==> src/rtl/sync_period_measure_if.sv <==
// Sync-line measurement bundle: raw sync in, per-period report out.
// master = sync source / report consumer, slave = the measurement block.
interface sync_period_measure_if #(
  parameter int NBITS = 16
);
  logic             i_sync;
  logic             o_v;
  logic [NBITS-1:0] o_period;
  logic [NBITS-1:0] o_width;
  logic             o_pol;
  logic             o_lost;

  modport master (
    output i_sync,
    input  o_v, o_period, o_width, o_pol, o_lost
  );

  modport slave (
    input  i_sync,
    output o_v, o_period, o_width, o_pol, o_lost
  );
endinterface

==> src/rtl/sync_period_measure.sv <==
// Measures period, active pulse width and polarity of one raw sync line.
// Optional macro SYNC_PERIOD_MEASURE_CDC_EN adds a 2-FF input synchronizer.
module sync_period_measure #(
  parameter int NBITS = 16
) (
  input  logic                 i_clk,
  input  logic                 i_reset_n,
  sync_period_measure_if.slave bus
);
  typedef enum logic {S_WAIT = 1'b0, S_RUN = 1'b1} state_t;

  localparam logic [NBITS-1:0] CNT_MAX = '1;
  localparam logic [NBITS-1:0] CNT_ONE = NBITS'(1);

  state_t           state_q, state_d;
  logic [NBITS-1:0] cnt_q, cnt_d;
  logic [NBITS-1:0] hcnt_q, hcnt_d;
  logic             s_sync_q, s_last_q;
  logic             v_q, v_d;
  logic             lost_q, lost_d;
  logic [NBITS-1:0] period_q, period_d;
  logic [NBITS-1:0] width_q, width_d;
  logic             pol_q, pol_d;

  logic             sync_in;
  logic             rise;
  logic [NBITS-1:0] low_cnt;
  logic             high_le_low;

`ifdef SYNC_PERIOD_MEASURE_CDC_EN
  logic meta_q, sync2_q;

  always_ff @(posedge i_clk or negedge i_reset_n) begin
    if (!i_reset_n) begin
      meta_q  <= 1'b0;
      sync2_q <= 1'b0;
    end else begin
      meta_q  <= bus.i_sync;
      sync2_q <= meta_q;
    end
  end

  assign sync_in = sync2_q;
`else
  assign sync_in = bus.i_sync;
`endif

  assign rise        = s_sync_q & ~s_last_q;
  assign low_cnt     = cnt_q - hcnt_q;
  assign high_le_low = (hcnt_q <= low_cnt);

  always_ff @(posedge i_clk or negedge i_reset_n) begin
    if (!i_reset_n) begin
      state_q  <= S_WAIT;
      cnt_q    <= '0;
      hcnt_q   <= '0;
      s_sync_q <= 1'b0;
      s_last_q <= 1'b0;
      v_q      <= 1'b0;
      lost_q   <= 1'b0;
      period_q <= '0;
      width_q  <= '0;
      pol_q    <= 1'b0;
    end else begin
      state_q  <= state_d;
      cnt_q    <= cnt_d;
      hcnt_q   <= hcnt_d;
      s_sync_q <= sync_in;
      s_last_q <= s_sync_q;
      v_q      <= v_d;
      lost_q   <= lost_d;
      period_q <= period_d;
      width_q  <= width_d;
      pol_q    <= pol_d;
    end
  end

  // hcnt only ever grows alongside cnt, so saturating cnt bounds both.
  always_comb begin
    state_d = state_q;
    cnt_d   = cnt_q;
    hcnt_d  = hcnt_q;
    unique case (state_q)
      S_WAIT: begin
        if (rise) begin
          cnt_d   = CNT_ONE;
          hcnt_d  = CNT_ONE;
          state_d = S_RUN;
        end
      end
      S_RUN: begin
        if (rise) begin
          cnt_d  = CNT_ONE;
          hcnt_d = CNT_ONE;
        end else if (cnt_q == CNT_MAX) begin
          state_d = S_WAIT;
        end else begin
          cnt_d  = cnt_q + CNT_ONE;
          hcnt_d = hcnt_q + {{(NBITS-1){1'b0}}, s_sync_q};
        end
      end
      default: state_d = S_WAIT;
    endcase
  end

  // A rise on the saturation cycle is a valid period, so it takes priority.
  always_comb begin
    v_d      = 1'b0;
    lost_d   = 1'b0;
    period_d = period_q;
    width_d  = width_q;
    pol_d    = pol_q;
    if (state_q == S_RUN) begin
      if (rise) begin
        v_d      = 1'b1;
        period_d = cnt_q;
        width_d  = high_le_low ? hcnt_q : low_cnt;
        pol_d    = high_le_low;
      end else if (cnt_q == CNT_MAX) begin
        v_d      = 1'b1;
        lost_d   = 1'b1;
        period_d = '0;
        width_d  = '0;
        pol_d    = 1'b0;
      end
    end
  end

  assign bus.o_v      = v_q;
  assign bus.o_lost   = lost_q;
  assign bus.o_period = period_q;
  assign bus.o_width  = width_q;
  assign bus.o_pol    = pol_q;

endmodule
==> src/flat_wrapper.sv <==
// flat-port wrapper written by rule: the top's interface ports become plain ports
module sync_period_measure_flat 
#(
  parameter int NBITS = 16
)
  (i_clk, i_reset_n, bus_i_sync, bus_o_v, bus_o_period, bus_o_width, bus_o_pol, bus_o_lost);
  sync_period_measure_if #(.NBITS(NBITS)) bus_i ();
  input  logic i_clk;
  input  logic i_reset_n;
  input wire logic [$bits(bus_i.i_sync)-1:0] bus_i_sync;
  output wire logic [$bits(bus_i.o_v)-1:0] bus_o_v;
  output wire logic [$bits(bus_i.o_period)-1:0] bus_o_period;
  output wire logic [$bits(bus_i.o_width)-1:0] bus_o_width;
  output wire logic [$bits(bus_i.o_pol)-1:0] bus_o_pol;
  output wire logic [$bits(bus_i.o_lost)-1:0] bus_o_lost;
  assign bus_i.i_sync = bus_i_sync;
  assign bus_o_v = bus_i.o_v;
  assign bus_o_period = bus_i.o_period;
  assign bus_o_width = bus_i.o_width;
  assign bus_o_pol = bus_i.o_pol;
  assign bus_o_lost = bus_i.o_lost;
  sync_period_measure #(.NBITS(NBITS)) u_core (.i_clk(i_clk), .i_reset_n(i_reset_n), .bus(bus_i));
endmodule
==> config.mk <==
export PLATFORM = sky130hd
export DESIGN_NAME = sync_period_measure_flat
export DESIGN_NICKNAME = d
export VERILOG_FILES = /design/src/rtl/sync_period_measure_if.sv /design/src/rtl/sync_period_measure.sv /design/src/flat_wrapper.sv
export SDC_FILE = /design/constraint.sdc
export NUM_CORES = 1
export LEC_CHECK = 0
export ABC_CLOCK_PERIOD_IN_PS = 3800
export BUFFER_PORTS_ARGS = -buffer_cell sky130_fd_sc_hd__buf_2
export CAP_MARGIN = 20
export CORE_MARGIN = 8
export CORE_UTILIZATION = 54
export DETAILED_ROUTE_END_ITERATION = 12
export HOLD_SLACK_MARGIN = 0.02
export PLACE_DENSITY = 0.75
export SLEW_MARGIN = 20
export SYNTH_ARGS = -nofsm -noshare
export SYNTH_HDL_FRONTEND = slang
export SYNTH_SLANG_ARGS = --single-unit
==> constraint.sdc <==
create_clock -name i_clk -period 3.8 [get_ports i_clk]
set_clock_uncertainty 0.15 [all_clocks]
set_input_delay 0.19 -clock i_clk [delete_from_list [all_inputs] [get_ports i_clk]]
set_output_delay 0.19 -clock i_clk [all_outputs]
set_load 0.02 [all_outputs]
==> impl_metrics.xml, run 1 <==
<?xml version="1.0" encoding="UTF-8"?>
<metrics>
  <group name="timing">
    <metric name="achievable-frequency" unit="MHz">252</metric>
    <metric name="finalWorstSetupSlack" unit="ps">-172</metric>
    <metric name="setup_viol" unit="">17</metric>
    <metric name="hold_viol_final" unit="">0</metric>
    <metric name="hold_ws" unit="ps">295</metric>
    <metric name="slew_worst_pin" unit="ps">869</metric>
    <metric name="sum_neg_setup_slack" unit="ps">-2110</metric>
    <metric name="max_slew_margin" unit="">0.420</metric>
    <metric name="unrepaired_setup_endpoints_after_global_routing" unit="">true</metric>
    <metric name="final_number_of_max_transition_violations" unit="">0</metric>
    <metric name="min_period_over_period" unit="">1.05</metric>
    <metric name="final_min_period" unit="ps">3970</metric>
  </group>
  <group name="detailed_routing">
    <metric name="drt-total-wl" unit="mm">11.9</metric>
    <metric name="ant_nets" unit="">0</metric>
    <metric name="wl_per_cell" unit="um">18.5</metric>
    <metric name="vias" unit="">3840</metric>
    <metric name="drt_drc_violations_left" unit="">0</metric>
    <metric name="drtIter0Drc" unit="">213</metric>
    <metric name="drt-vias-per-instance" unit="">5.99</metric>
    <metric name="firstDrtPassIters" unit="">4</metric>
  </group>
  <group name="power_and_ir_drop">
    <metric name="p_clk_frac" unit="">0.172</metric>
    <metric name="switching_power" unit="mW">1.46</metric>
    <metric name="power.static_leakage" unit="nW">2.62</metric>
    <metric name="swShare" unit="">0.404</metric>
    <metric name="seqPwrFrac" unit="">0.238</metric>
    <metric name="vdd_drop_max" unit="mV">0.271</metric>
    <metric name="internal_power" unit="mW">2.15</metric>
    <metric name="finalPower" unit="mW">3.60</metric>
    <metric name="power_per_cell_area" unit="nW/um^2">668</metric>
    <metric name="power.share.combinational" unit="">0.589</metric>
  </group>
  <group name="setup_path">
    <metric name="critical_path.endpoint_type" unit="">flip-flop</metric>
    <metric name="timing_worst_setup_path_type" unit="">reg -&gt; reg</metric>
    <metric name="crit_arrival" unit="ps">4060</metric>
    <metric name="start_kind" unit="">flip-flop</metric>
    <metric name="worstPathRequired" unit="ps">3880</metric>
    <metric name="maximum_fanout_along_the_worst_path" unit="">7</metric>
  </group>
  <group name="finish">
    <metric name="antenna-diode-count" unit="">0</metric>
    <metric name="final-instance-count-excl-fill" unit="">641</metric>
    <metric name="syn2layout_area_growth" unit="%">26.6</metric>
    <metric name="core_util_final" unit="">0.701</metric>
    <metric name="n_fill_cell" unit="">610</metric>
    <metric name="layout.area.seq" unit="um^2">1750</metric>
    <metric name="finish.net_count" unit="">573</metric>
    <metric name="drive_above_1_share" unit="">0.297</metric>
    <metric name="design_area" unit="um^2">5390</metric>
    <metric name="multi_input_area" unit="um^2">2510</metric>
  </group>
  <group name="clocking">
    <metric name="cts_tree" unit="">done</metric>
    <metric name="cts.sink_count" unit="">70</metric>
    <metric name="cts.clk_slew.worst_paths" unit="ps">80</metric>
    <metric name="clock-root-buffer" unit="">clkbuf_8</metric>
    <metric name="cts.path.max_buffers" unit="">2</metric>
    <metric name="clock_tree.htree_level_count" unit="">3</metric>
    <metric name="cts_inserted_buffers" unit="">9</metric>
    <metric name="clkLatencyLatePin" unit="ps">350</metric>
  </group>
  <group name="job">
    <metric name="max_cap_viol_count" unit="">0</metric>
  </group>
  <group name="die">
    <metric name="io_pins" unit="">38</metric>
    <metric name="number_of_cell_rows" unit="">32</metric>
    <metric name="die_x" unit="um">105</metric>
    <metric name="floorplan.initialDensity" unit="">0.554</metric>
    <metric name="design.die.area" unit="um^2">11000</metric>
    <metric name="floorplan.die.height" unit="um">105</metric>
    <metric name="core" unit="um^2">7690</metric>
  </group>
  <group name="place">
    <metric name="placement.setup.worst_slack" unit="ps">-271</metric>
    <metric name="place_hpwl" unit="mm">8.13</metric>
    <metric name="placed_area" unit="um^2">4890</metric>
    <metric name="port_buffers" unit="">37</metric>
    <metric name="place_congestion" unit="">0.896</metric>
    <metric name="placed_cells_incl_taps" unit="">607</metric>
  </group>
  <group name="logic_synthesis">
    <metric name="synth_sequential_area_ratio" unit="">0.412</metric>
    <metric name="yosysTopAreaCellShare" unit="">0.412</metric>
    <metric name="syn_inst" unit="">431</metric>
    <metric name="post_synth_main_area_contributors" unit="">dfrtp_1 41%, ha_1 10%, xnor2_1 4.1%, a22o_1 3.5%, xor2_1 3.3%</metric>
    <metric name="ys_ff_latch" unit="">70</metric>
    <metric name="synth_area_leader_cell" unit="">dfrtp_1</metric>
    <metric name="synth_nets" unit="">469</metric>
    <metric name="synth_compound_area_frac" unit="">0.188</metric>
    <metric name="main_combinational_cell_family_by_area_after_synthesis" unit="">compound AO/OA/AOI/OAI gates</metric>
    <metric name="post_synth_fa_ha_maj_area_fraction" unit="">0.105</metric>
    <metric name="synth_enable_flop_cells" unit="">0</metric>
    <metric name="synthXorXnorAreaFrac" unit="">0.0741</metric>
    <metric name="yosys.area_share.simple" unit="">0.175</metric>
    <metric name="async_reset_ff_frac" unit="">1.00</metric>
    <metric name="post_synth.cell_area_avg" unit="um^2">9.88</metric>
    <metric name="synthMuxAreaShare" unit="">0.00705</metric>
    <metric name="yosys_warnings" unit="">0</metric>
    <metric name="ys_types" unit="">56</metric>
    <metric name="synth_area" unit="um^2">4260</metric>
    <metric name="yosys_most_used_dff" unit="">dfrtp_1</metric>
  </group>
  <group name="grt">
    <metric name="grt_max_degree" unit="">37</metric>
    <metric name="grt_antenna_before_repair" unit="">0</metric>
    <metric name="global_route_wire_length_before_repair" unit="mm">19.1</metric>
    <metric name="grtUsageTotal" unit="">0.212</metric>
    <metric name="first_global_vias" unit="">3827</metric>
    <metric name="aggregate_global_routing_overflow" unit="">0</metric>
  </group>
  <group name="run_status">
    <metric name="run_status" unit="">finished with violations</metric>
    <metric name="failed_checks" unit="">setup timing</metric>
  </group>
  <group name="min_path">
    <metric name="hold_path_class" unit="">reg -&gt; reg</metric>
  </group>
</metrics>
## sequential cells by signal (all words and copies together), names as in the netlist
register and count:
u_core.hcnt_q 16, u_core.s_last_q 1, u_core.bus.o_period 16, u_core.bus.o_width 16, u_core.bus.o_v 1, u_core.bus.o_lost 1, u_core.bus.o_pol 1, u_core.s_sync_q 1
u_core.cnt_q 16, u_core.state_q 1
## logic make-up (layout without fill, tap and decap cells)
logic type | count (synthesis) | in the layout
AO/OA/AOI/OAI | 116 | 119
XOR/XNOR | 36 | 36
adder cells (fa/ha/maj) | 35 | 35
buffers and inverters | 39 | 144
flip-flops | 70 | 70
multiplexers | 3 | 3
AND/OR/NAND/NOR | 132 | 132
## routing by layer
metal,part of all wire,track usage,vias to the layer above
li1,-,-,1799
met1,0.44,0.277,1886
met2,0.48,0.340,133
met3,0.059,0.0510,22
met4,0.017,0.0642,0
met5,0,0,-
## cell usage in the layout, fill, tap and decap left out, drive strengths merged, types with 12 or more instances in the layout
cell type	n
a21oi	25
ha	34
nand2	34
dfrtp	70
xor2	16
buf	104
nand3	21
clkbuf	12
nor2	31
o21ai	30
xnor2	20
a22o	17
inv	23
## Yosys cell counts (8+ instances only)
cell type,n
xnor2_1,20
inv_1,23
a22o_1,17
a32oi_1,10
ha_1,34
nor2_1,30
o21ai_0,23
nand3_1,20
xor2_1,16
dfrtp_1,70
a21oi_1,25
nand2_1,34
or3_1,8
## worst paths after layout
kind | startpoint | endpoint | slack, ps | cells after the start
worst max-delay path | u_core.cnt_q[0]$_DFFE_PN0P_ | u_core.bus.o_width[5]$_DFFE_PN0P_ | -170 | 15
worst min-delay path | u_core.s_sync_q$_DFF_PN0_ | u_core.s_last_q$_DFF_PN0_ | 290 | 0
worst max register to register | u_core.cnt_q[0]$_DFFE_PN0P_ | u_core.bus.o_width[5]$_DFFE_PN0P_ | -170 | 15
worst min register to register | u_core.s_sync_q$_DFF_PN0_ | u_core.s_last_q$_DFF_PN0_ | 290 | 0
max in group asynchronous | i_reset_n | u_core.hcnt_q[15]$_DFFE_PN0P_ | 2220 | 3
min in group asynchronous | i_reset_n | u_core.hcnt_q[0]$_DFFE_PN0P_ | 320 | 2
## power by group through the flow
stage	Sequential (mW)	Combinational, mW	Clock (mW)
final	0.858	2.12	0.621
after global routing	0.864	2.27	0.665
after CTS	0.855	1.89	0.627
after detailed placement	0.870	1.60	0
after global placement	0.865	1.52	0
after floorplan	0.922	0.972	0
## what timing repair did
| action | in CTS | in global routing |
|---|---|---|
| cloned | 1 | 2 |
| setup buffers | 7 | 7 |
| resized for setup | 14 | 20 |
| pin swaps | 6 | 26 |
| setup endpoints to repair | 17 | 17 |
| hold buffers | 2 | 0 |
| endpoints found under the hold margin | 36 | 0 |
## cell type report
cell class                      count  share of cell area
Clock buffer                       12              0.0288
Inverter                           23              0.0160
Multi-Input combinational cell    325               0.467
Sequential cell                    70               0.325
Tap cell                          102              0.0237
Timing Repair Buffer              106               0.131
Clock inverter                      3             0.00813
## critical path: stages, from the launching register on
cell and delay, ps:
dfrtp_1 400, inv_2 80, ha_4 130, inv_2 40
fa_2 400, a211oi_4 240, o21ai_2 130, a31oi_1 140
o21bai_1 100, xnor2_1 170, ha_1 340, nand4_1 220
nor4_4 460, o21ai_4 150, a32o_4 380, o311ai_0 310
No activity file was read; power rests on OpenSTA's default activity.
==> inputs of run 2 (changes only) <==
Settings changed: ABC_CLOCK_PERIOD_IN_PS 3800 to 4700, BUFFER_PORTS_ARGS -buffer_cell sky130_fd_sc_hd__buf_2 to not set, CORE_UTILIZATION 54 to 55, DONT_BUFFER_PORTS set to 1, PLACE_DENSITY 0.75 to 0.69.
Clock period 3.8 ns to 4.7 ns, I/O delays scaled along.
==> impl_metrics.xml, run 2 (synthesis results as in run 1) <==
<?xml version="1.0" encoding="UTF-8"?>
<metrics>
  <group name="timing">
    <metric name="finalWorstSetupSlack" unit="ps">379</metric>
    <metric name="min_period_over_period" unit="">0.919</metric>
    <metric name="final_min_period" unit="ps">4320</metric>
    <metric name="sum_neg_setup_slack" unit="ps">0</metric>
    <metric name="slew_worst_pin" unit="ps">650</metric>
    <metric name="final_number_of_max_transition_violations" unit="">0</metric>
    <metric name="setup_viol" unit="">0</metric>
    <metric name="unrepaired_setup_endpoints_after_global_routing" unit="">false</metric>
    <metric name="hold_ws" unit="ps">272</metric>
    <metric name="max_slew_margin" unit="">0.566</metric>
    <metric name="hold_viol_final" unit="">0</metric>
    <metric name="achievable-frequency" unit="MHz">231</metric>
  </group>
  <group name="finish">
    <metric name="mostFrequentLayoutCell" unit="">dfrtp_1</metric>
    <metric name="syn2layout_area_growth" unit="%">7.47</metric>
    <metric name="core_util_final" unit="">0.601</metric>
    <metric name="drive_above_1_share" unit="">0.0892</metric>
    <metric name="finish.net_count" unit="">470</metric>
    <metric name="n_fill_cell" unit="">674</metric>
    <metric name="layout_common_cells" unit="">70 x dfrtp_1, 34 x nand2_1, 34 x ha_1</metric>
    <metric name="design_area" unit="um^2">4570</metric>
    <metric name="antenna-diode-count" unit="">0</metric>
  </group>
  <group name="detailed_routing">
    <metric name="drt-vias-per-instance" unit="">6.10</metric>
    <metric name="ant_nets" unit="">0</metric>
    <metric name="drt_drc_violations_left" unit="">0</metric>
    <metric name="wl_per_cell" unit="um">18.6</metric>
    <metric name="vias" unit="">3286</metric>
    <metric name="drt-total-wl" unit="mm">10.0</metric>
    <metric name="drtIter0Drc" unit="">144</metric>
    <metric name="firstDrtPassIters" unit="">4</metric>
  </group>
  <group name="die">
    <metric name="die_x" unit="um">104</metric>
    <metric name="floorplan.die.height" unit="um">104</metric>
    <metric name="floorplan.initialDensity" unit="">0.560</metric>
    <metric name="core" unit="um^2">7610</metric>
    <metric name="number_of_cell_rows" unit="">32</metric>
    <metric name="design.die.area" unit="um^2">10800</metric>
    <metric name="io_pins" unit="">38</metric>
  </group>
  <group name="grt">
    <metric name="grt_max_degree" unit="">71</metric>
    <metric name="grtUsageTotal" unit="">0.189</metric>
    <metric name="aggregate_global_routing_overflow" unit="">0</metric>
    <metric name="first_global_vias" unit="">3288</metric>
    <metric name="grt_antenna_before_repair" unit="">0</metric>
    <metric name="global_route_wire_length_before_repair" unit="mm">16.8</metric>
  </group>
  <group name="setup_path">
    <metric name="maximum_fanout_along_the_worst_path" unit="">25</metric>
    <metric name="timing.rr.end" unit="">u_core.bus.o_width[0]$_DFFE_PN0P_</metric>
    <metric name="timing_worst_setup_path_type" unit="">reg -&gt; reg</metric>
    <metric name="worst-r2r-cell-count" unit="">15</metric>
    <metric name="crit-reg2reg-launch" unit="">u_core.cnt_q[0]$_DFFE_PN0P_</metric>
    <metric name="r2r_setup_slack" unit="ps">380</metric>
    <metric name="critical_path.endpoint_type" unit="">flip-flop</metric>
    <metric name="crit_arrival" unit="ps">4410</metric>
    <metric name="worstPathRequired" unit="ps">4780</metric>
    <metric name="start_kind" unit="">flip-flop</metric>
  </group>
  <group name="clocking">
    <metric name="cts.path.max_buffers" unit="">2</metric>
    <metric name="cts_inserted_buffers" unit="">9</metric>
    <metric name="clock-root-buffer" unit="">clkbuf_8</metric>
    <metric name="cts.sink_count" unit="">70</metric>
    <metric name="cts_tree" unit="">done</metric>
    <metric name="clock_tree.htree_level_count" unit="">3</metric>
    <metric name="cts.clk_slew.worst_paths" unit="ps">80</metric>
    <metric name="clkLatencyLatePin" unit="ps">350</metric>
    <metric name="post-cts-setup-buffer-count" unit="">0</metric>
  </group>
  <group name="place">
    <metric name="place_congestion" unit="">0.912</metric>
    <metric name="port_buffers" unit="">0</metric>
    <metric name="placed_area" unit="um^2">4330</metric>
    <metric name="placement.setup.worst_slack" unit="ps">398</metric>
    <metric name="place_hpwl" unit="mm">7.15</metric>
  </group>
  <group name="job">
    <metric name="max_cap_viol_count" unit="">0</metric>
  </group>
  <group name="power_and_ir_drop">
    <metric name="vdd_drop_max" unit="mV">0.232</metric>
    <metric name="power_per_cell_area" unit="nW/um^2">498</metric>
    <metric name="power.static_leakage" unit="nW">2.07</metric>
  </group>
  <group name="min_path">
    <metric name="hold_path_class" unit="">in -&gt; async</metric>
  </group>
  <group name="run_status">
    <metric name="run_status" unit="">finished, final reports clean</metric>
  </group>
</metrics>
==> run 2: changes by cell type in the layout (fill, tap and decap cells not counted), moves of 3 or more <==
cell,change
buf_4,-64
buf_2,-37
o311ai_0,+4
a32o_2,-3
a32oi_1,+3
a32oi_2,-3
o21ai_0,+3
o311ai_1,-3
==> run 2: worst max path at each step <==
stage                                      startpoint                                  to  slack (ps)  depth (start not counted)
final                     u_core.cnt_q[0]$_DFFE_PN0P_   u_core.bus.o_width[0]$_DFFE_PN0P_         380                         15
after floorplan           u_core.cnt_q[0]$_DFFE_PN0P_  u_core.bus.o_width[10]$_DFFE_PN0P_         940                         17
after global placement    u_core.cnt_q[0]$_DFFE_PN0P_  u_core.bus.o_width[10]$_DFFE_PN0P_         550                         16
after global routing      u_core.cnt_q[0]$_DFFE_PN0P_   u_core.bus.o_width[3]$_DFFE_PN0P_          10                         15
after CTS                 u_core.cnt_q[0]$_DFFE_PN0P_   u_core.bus.o_width[0]$_DFFE_PN0P_         370                         15
after detailed placement  u_core.cnt_q[0]$_DFFE_PN0P_   u_core.bus.o_width[0]$_DFFE_PN0P_         400                         15
==> run 2: layout make-up <==
class / instances / area, um^2 / area share
Sequential cell: 70 / 1750 / 0.383
Clock buffer: 10 / 138 / 0.0301
Clock inverter: 6 / 61.3 / 0.0134
Inverter: 23 / 86.3 / 0.0189
Timing Repair Buffer: 6 / 70.1 / 0.0153
Multi-Input combinational cell: 322 / 2340 / 0.511
Tap cell: 102 / 128 / 0.0279
==> run 2: critical path, stage by stage (launching register included) <==
cell	delay [ps]
dfrtp_1	460
inv_1	110
ha_1	160
inv_1	50
fa_1	430
a211oi_1	330
o21ai_0	260
a21o_1	210
a21oi_1	170
xor2_1	110
ha_1	280
nand4_1	180
nor4_4	360
o21ai_2	100
a32o_2	420
o311ai_0	400
==> run 2: stage by stage <==
step,total power [mW],cells
3_3_place_gp,1.72,520
5_1_grt,2.43,539
2_1_floorplan,1.53,431
4_1_cts,2.28,539
6_report,2.28,539
3_5_place_dp,1.76,520
==> run 2: layer usage <==
layer  vias to the layer above  global-route usage  part of all wire
met5                         -                   0                 0
met4                         0              0.0724             0.016
met3                        13              0.0465             0.075
met2                        87               0.279              0.44
met1                      1598               0.260              0.47
li1                       1588                   -                 -
==> run 2: what timing repair did <==
item	CTS	global route
hold buffers	3	0
gates resized for setup	0	0
setup endpoints to repair	0	0
hold endpoints to repair	71	0
==> run 2: power by group <==
| group | internal (mW) | switching (mW) | total [mW] |
|---|---|---|---|
| registers | 0.654 | 0.109 | 0.763 |
| clock network | 0.258 | 0.244 | 0.502 |
| logic | 0.408 | 0.604 | 1.01 |
==> inputs of run 3 (changes only) <==
Settings changed: CORE_UTILIZATION 55 to 35, PLACE_DENSITY 0.69 to 0.48.
==> impl_metrics.xml, run 3 (synthesis results as in run 1) <==
<?xml version="1.0" encoding="UTF-8"?>
<metrics>
  <group name="run_status">
    <metric name="run_status" unit="">finished, final reports clean</metric>
  </group>
  <group name="detailed_routing">
    <metric name="drt-total-wl" unit="mm">11.1</metric>
    <metric name="firstDrtPassIters" unit="">4</metric>
    <metric name="drtIter0Drc" unit="">190</metric>
    <metric name="drt-vias-per-instance" unit="">5.54</metric>
    <metric name="wl_per_cell" unit="um">18.9</metric>
    <metric name="vias" unit="">3238</metric>
    <metric name="ant_nets" unit="">0</metric>
    <metric name="drt_drc_violations_left" unit="">0</metric>
  </group>
  <group name="place">
    <metric name="place_hpwl" unit="mm">7.91</metric>
    <metric name="port_buffers" unit="">0</metric>
    <metric name="placement.setup.worst_slack" unit="ps">430</metric>
    <metric name="placed_area" unit="um^2">4380</metric>
    <metric name="place_congestion" unit="">0.833</metric>
  </group>
  <group name="finish">
    <metric name="finish.net_count" unit="">470</metric>
    <metric name="core_util_final" unit="">0.396</metric>
    <metric name="mostFrequentLayoutCell" unit="">dfrtp_1</metric>
    <metric name="drive_above_1_share" unit="">0.0847</metric>
    <metric name="syn2layout_area_growth" unit="%">11.2</metric>
    <metric name="layout_common_cells" unit="">70 x dfrtp_1, 34 x nand2_1, 34 x ha_1</metric>
    <metric name="n_fill_cell" unit="">1174</metric>
    <metric name="design_area" unit="um^2">4730</metric>
    <metric name="antenna-diode-count" unit="">0</metric>
  </group>
  <group name="grt">
    <metric name="gr-max-usage-layer" unit="">met1</metric>
    <metric name="groute.layer.met1.usage" unit="">0.206</metric>
    <metric name="aggregate_global_routing_overflow" unit="">0</metric>
    <metric name="first_global_vias" unit="">3168</metric>
    <metric name="grtUsageMet3" unit="">0.0388</metric>
    <metric name="global_route_wire_length_before_repair" unit="mm">17.8</metric>
    <metric name="grtUsageMet2" unit="">0.204</metric>
    <metric name="grtUsageTotal" unit="">0.143</metric>
    <metric name="grt_max_degree" unit="">71</metric>
    <metric name="grt_antenna_before_repair" unit="">0</metric>
  </group>
  <group name="clocking">
    <metric name="cts.path.max_buffers" unit="">2</metric>
    <metric name="post_cts_resized" unit="">0</metric>
    <metric name="clock-root-buffer" unit="">clkbuf_16</metric>
    <metric name="cts.sink_count" unit="">70</metric>
    <metric name="cts_inserted_buffers" unit="">9</metric>
    <metric name="cts_tree" unit="">done</metric>
    <metric name="clock_tree.htree_level_count" unit="">3</metric>
    <metric name="cts.clk_slew.worst_paths" unit="ps">60</metric>
    <metric name="clkLatencyLatePin" unit="ps">340</metric>
  </group>
  <group name="setup_path">
    <metric name="timing.rr.end" unit="">u_core.bus.o_width[2]$_DFFE_PN0P_</metric>
    <metric name="crit_arrival" unit="ps">4400</metric>
    <metric name="worst-r2r-cell-count" unit="">16</metric>
    <metric name="worstSetupStartpoint" unit="">u_core.cnt_q[0]$_DFFE_PN0P_</metric>
    <metric name="worstPathRequired" unit="ps">4820</metric>
    <metric name="timing_worst_setup_path_type" unit="">reg -&gt; reg</metric>
    <metric name="start_kind" unit="">flip-flop</metric>
    <metric name="crit-reg2reg-launch" unit="">u_core.cnt_q[0]$_DFFE_PN0P_</metric>
    <metric name="r2r_setup_slack" unit="ps">420</metric>
    <metric name="maximum_fanout_along_the_worst_path" unit="">6</metric>
    <metric name="critical_path.endpoint_type" unit="">flip-flop</metric>
    <metric name="critPathCapture" unit="">u_core.bus.o_width[2]$_DFFE_PN0P_</metric>
  </group>
  <group name="die">
    <metric name="floorplan.die.height" unit="um">126</metric>
    <metric name="design.die.area" unit="um^2">15900</metric>
    <metric name="number_of_cell_rows" unit="">40</metric>
    <metric name="io_pins" unit="">38</metric>
    <metric name="floorplan.initialDensity" unit="">0.356</metric>
    <metric name="core" unit="um^2">12000</metric>
    <metric name="die_x" unit="um">126</metric>
  </group>
  <group name="timing">
    <metric name="final_number_of_max_transition_violations" unit="">0</metric>
    <metric name="sum_neg_setup_slack" unit="ps">0</metric>
    <metric name="finalWorstSetupSlack" unit="ps">417</metric>
    <metric name="setup_viol" unit="">0</metric>
    <metric name="max_slew_margin" unit="">0.487</metric>
    <metric name="final_min_period" unit="ps">4280</metric>
    <metric name="min_period_over_period" unit="">0.911</metric>
    <metric name="achievable-frequency" unit="MHz">233</metric>
    <metric name="hold_viol_final" unit="">0</metric>
    <metric name="hold_ws" unit="ps">278</metric>
    <metric name="slew_worst_pin" unit="ps">768</metric>
    <metric name="unrepaired_setup_endpoints_after_global_routing" unit="">false</metric>
  </group>
  <group name="power_and_ir_drop">
    <metric name="vdd_drop_max" unit="mV">0.165</metric>
    <metric name="power_per_cell_area" unit="nW/um^2">523</metric>
    <metric name="power.static_leakage" unit="nW">2.11</metric>
  </group>
  <group name="job">
    <metric name="max_cap_viol_count" unit="">0</metric>
  </group>
  <group name="min_path">
    <metric name="hold_path_depth" unit="">0</metric>
    <metric name="hold_path_class" unit="">reg -&gt; reg</metric>
  </group>
</metrics>
run 3: changes by cell type in the layout (fill, tap and decap cells not counted), sizes merged:
cell and delta:
clkbuf +3, clkinv -3
run 3: metrics by stage:
step | power [mW] | instances
final | 2.48 | 584
after global routing | 2.66 | 584
after CTS | 2.49 | 584
after detailed placement | 1.77 | 565
after global placement | 1.76 | 565
after floorplan | 1.53 | 431
run 3: layer usage:
| metal | part of all wire | routed length [um] | up-vias |
|---|---|---|---|
| met1 | 0.50 | 5560 | 1570 |
| met4 | 0.010 | 114 | 0 |
| met5 | 0 | 0 | - |
| met3 | 0.062 | 685 | 11 |
| met2 | 0.42 | 4690 | 61 |
| li1 | - | - | 1596 |
run 3: repair_timing:
item                                   4_1_cts  5_1_grt
hold buffers                                 3        0
setup buffers                                0        0
endpoints found under the hold margin       71        0
run 3: how the worst min path moves through the flow:
stage                              startpoint                            endpoint  slack (ps)
floorplan                           i_reset_n         u_core.bus.o_lost$_DFF_PN0_        -210
global placement                    i_reset_n  u_core.bus.o_period[3]$_DFFE_PN0P_        -210
detailed placement                  i_reset_n  u_core.bus.o_period[3]$_DFFE_PN0P_        -210
CTS                 u_core.s_sync_q$_DFF_PN0_           u_core.s_last_q$_DFF_PN0_         290
global route                       bus_i_sync           u_core.s_sync_q$_DFF_PN0_         300
finish              u_core.s_sync_q$_DFF_PN0_           u_core.s_last_q$_DFF_PN0_         280
run 3: critical path, cell delays in order (launching register included):
cell and delay (ps):
dfrtp_1 460, inv_1 90, ha_1 200, inv_1 70, fa_1 220, a211oi_1 100
o21ai_0 430, nand3_1 160, a32o_1 290, xor2_1 160, ha_1 330, nand4_2 150
nor4_4 370, o21ai_2 100, a32oi_1 390, mux2i_1 360, a22o_1 180
run 3: cell type report:
cell class / instances / area (um^2) / area share
multi-input cells: 322 / 2340 / 0.494
flip-flops and latches: 70 / 1750 / 0.370
clock buffers: 13 / 260 / 0.0550
well taps: 147 / 184 / 0.0388
inverters: 23 / 86.3 / 0.0182
repair buffers: 6 / 70.1 / 0.0148
clock inverters: 3 / 42.5 / 0.00899
run 3: report_power, final:
group / internal [mW] / switching (mW)
logic: 0.409 / 0.604
registers: 0.656 / 0.109
clock network: 0.439 / 0.260
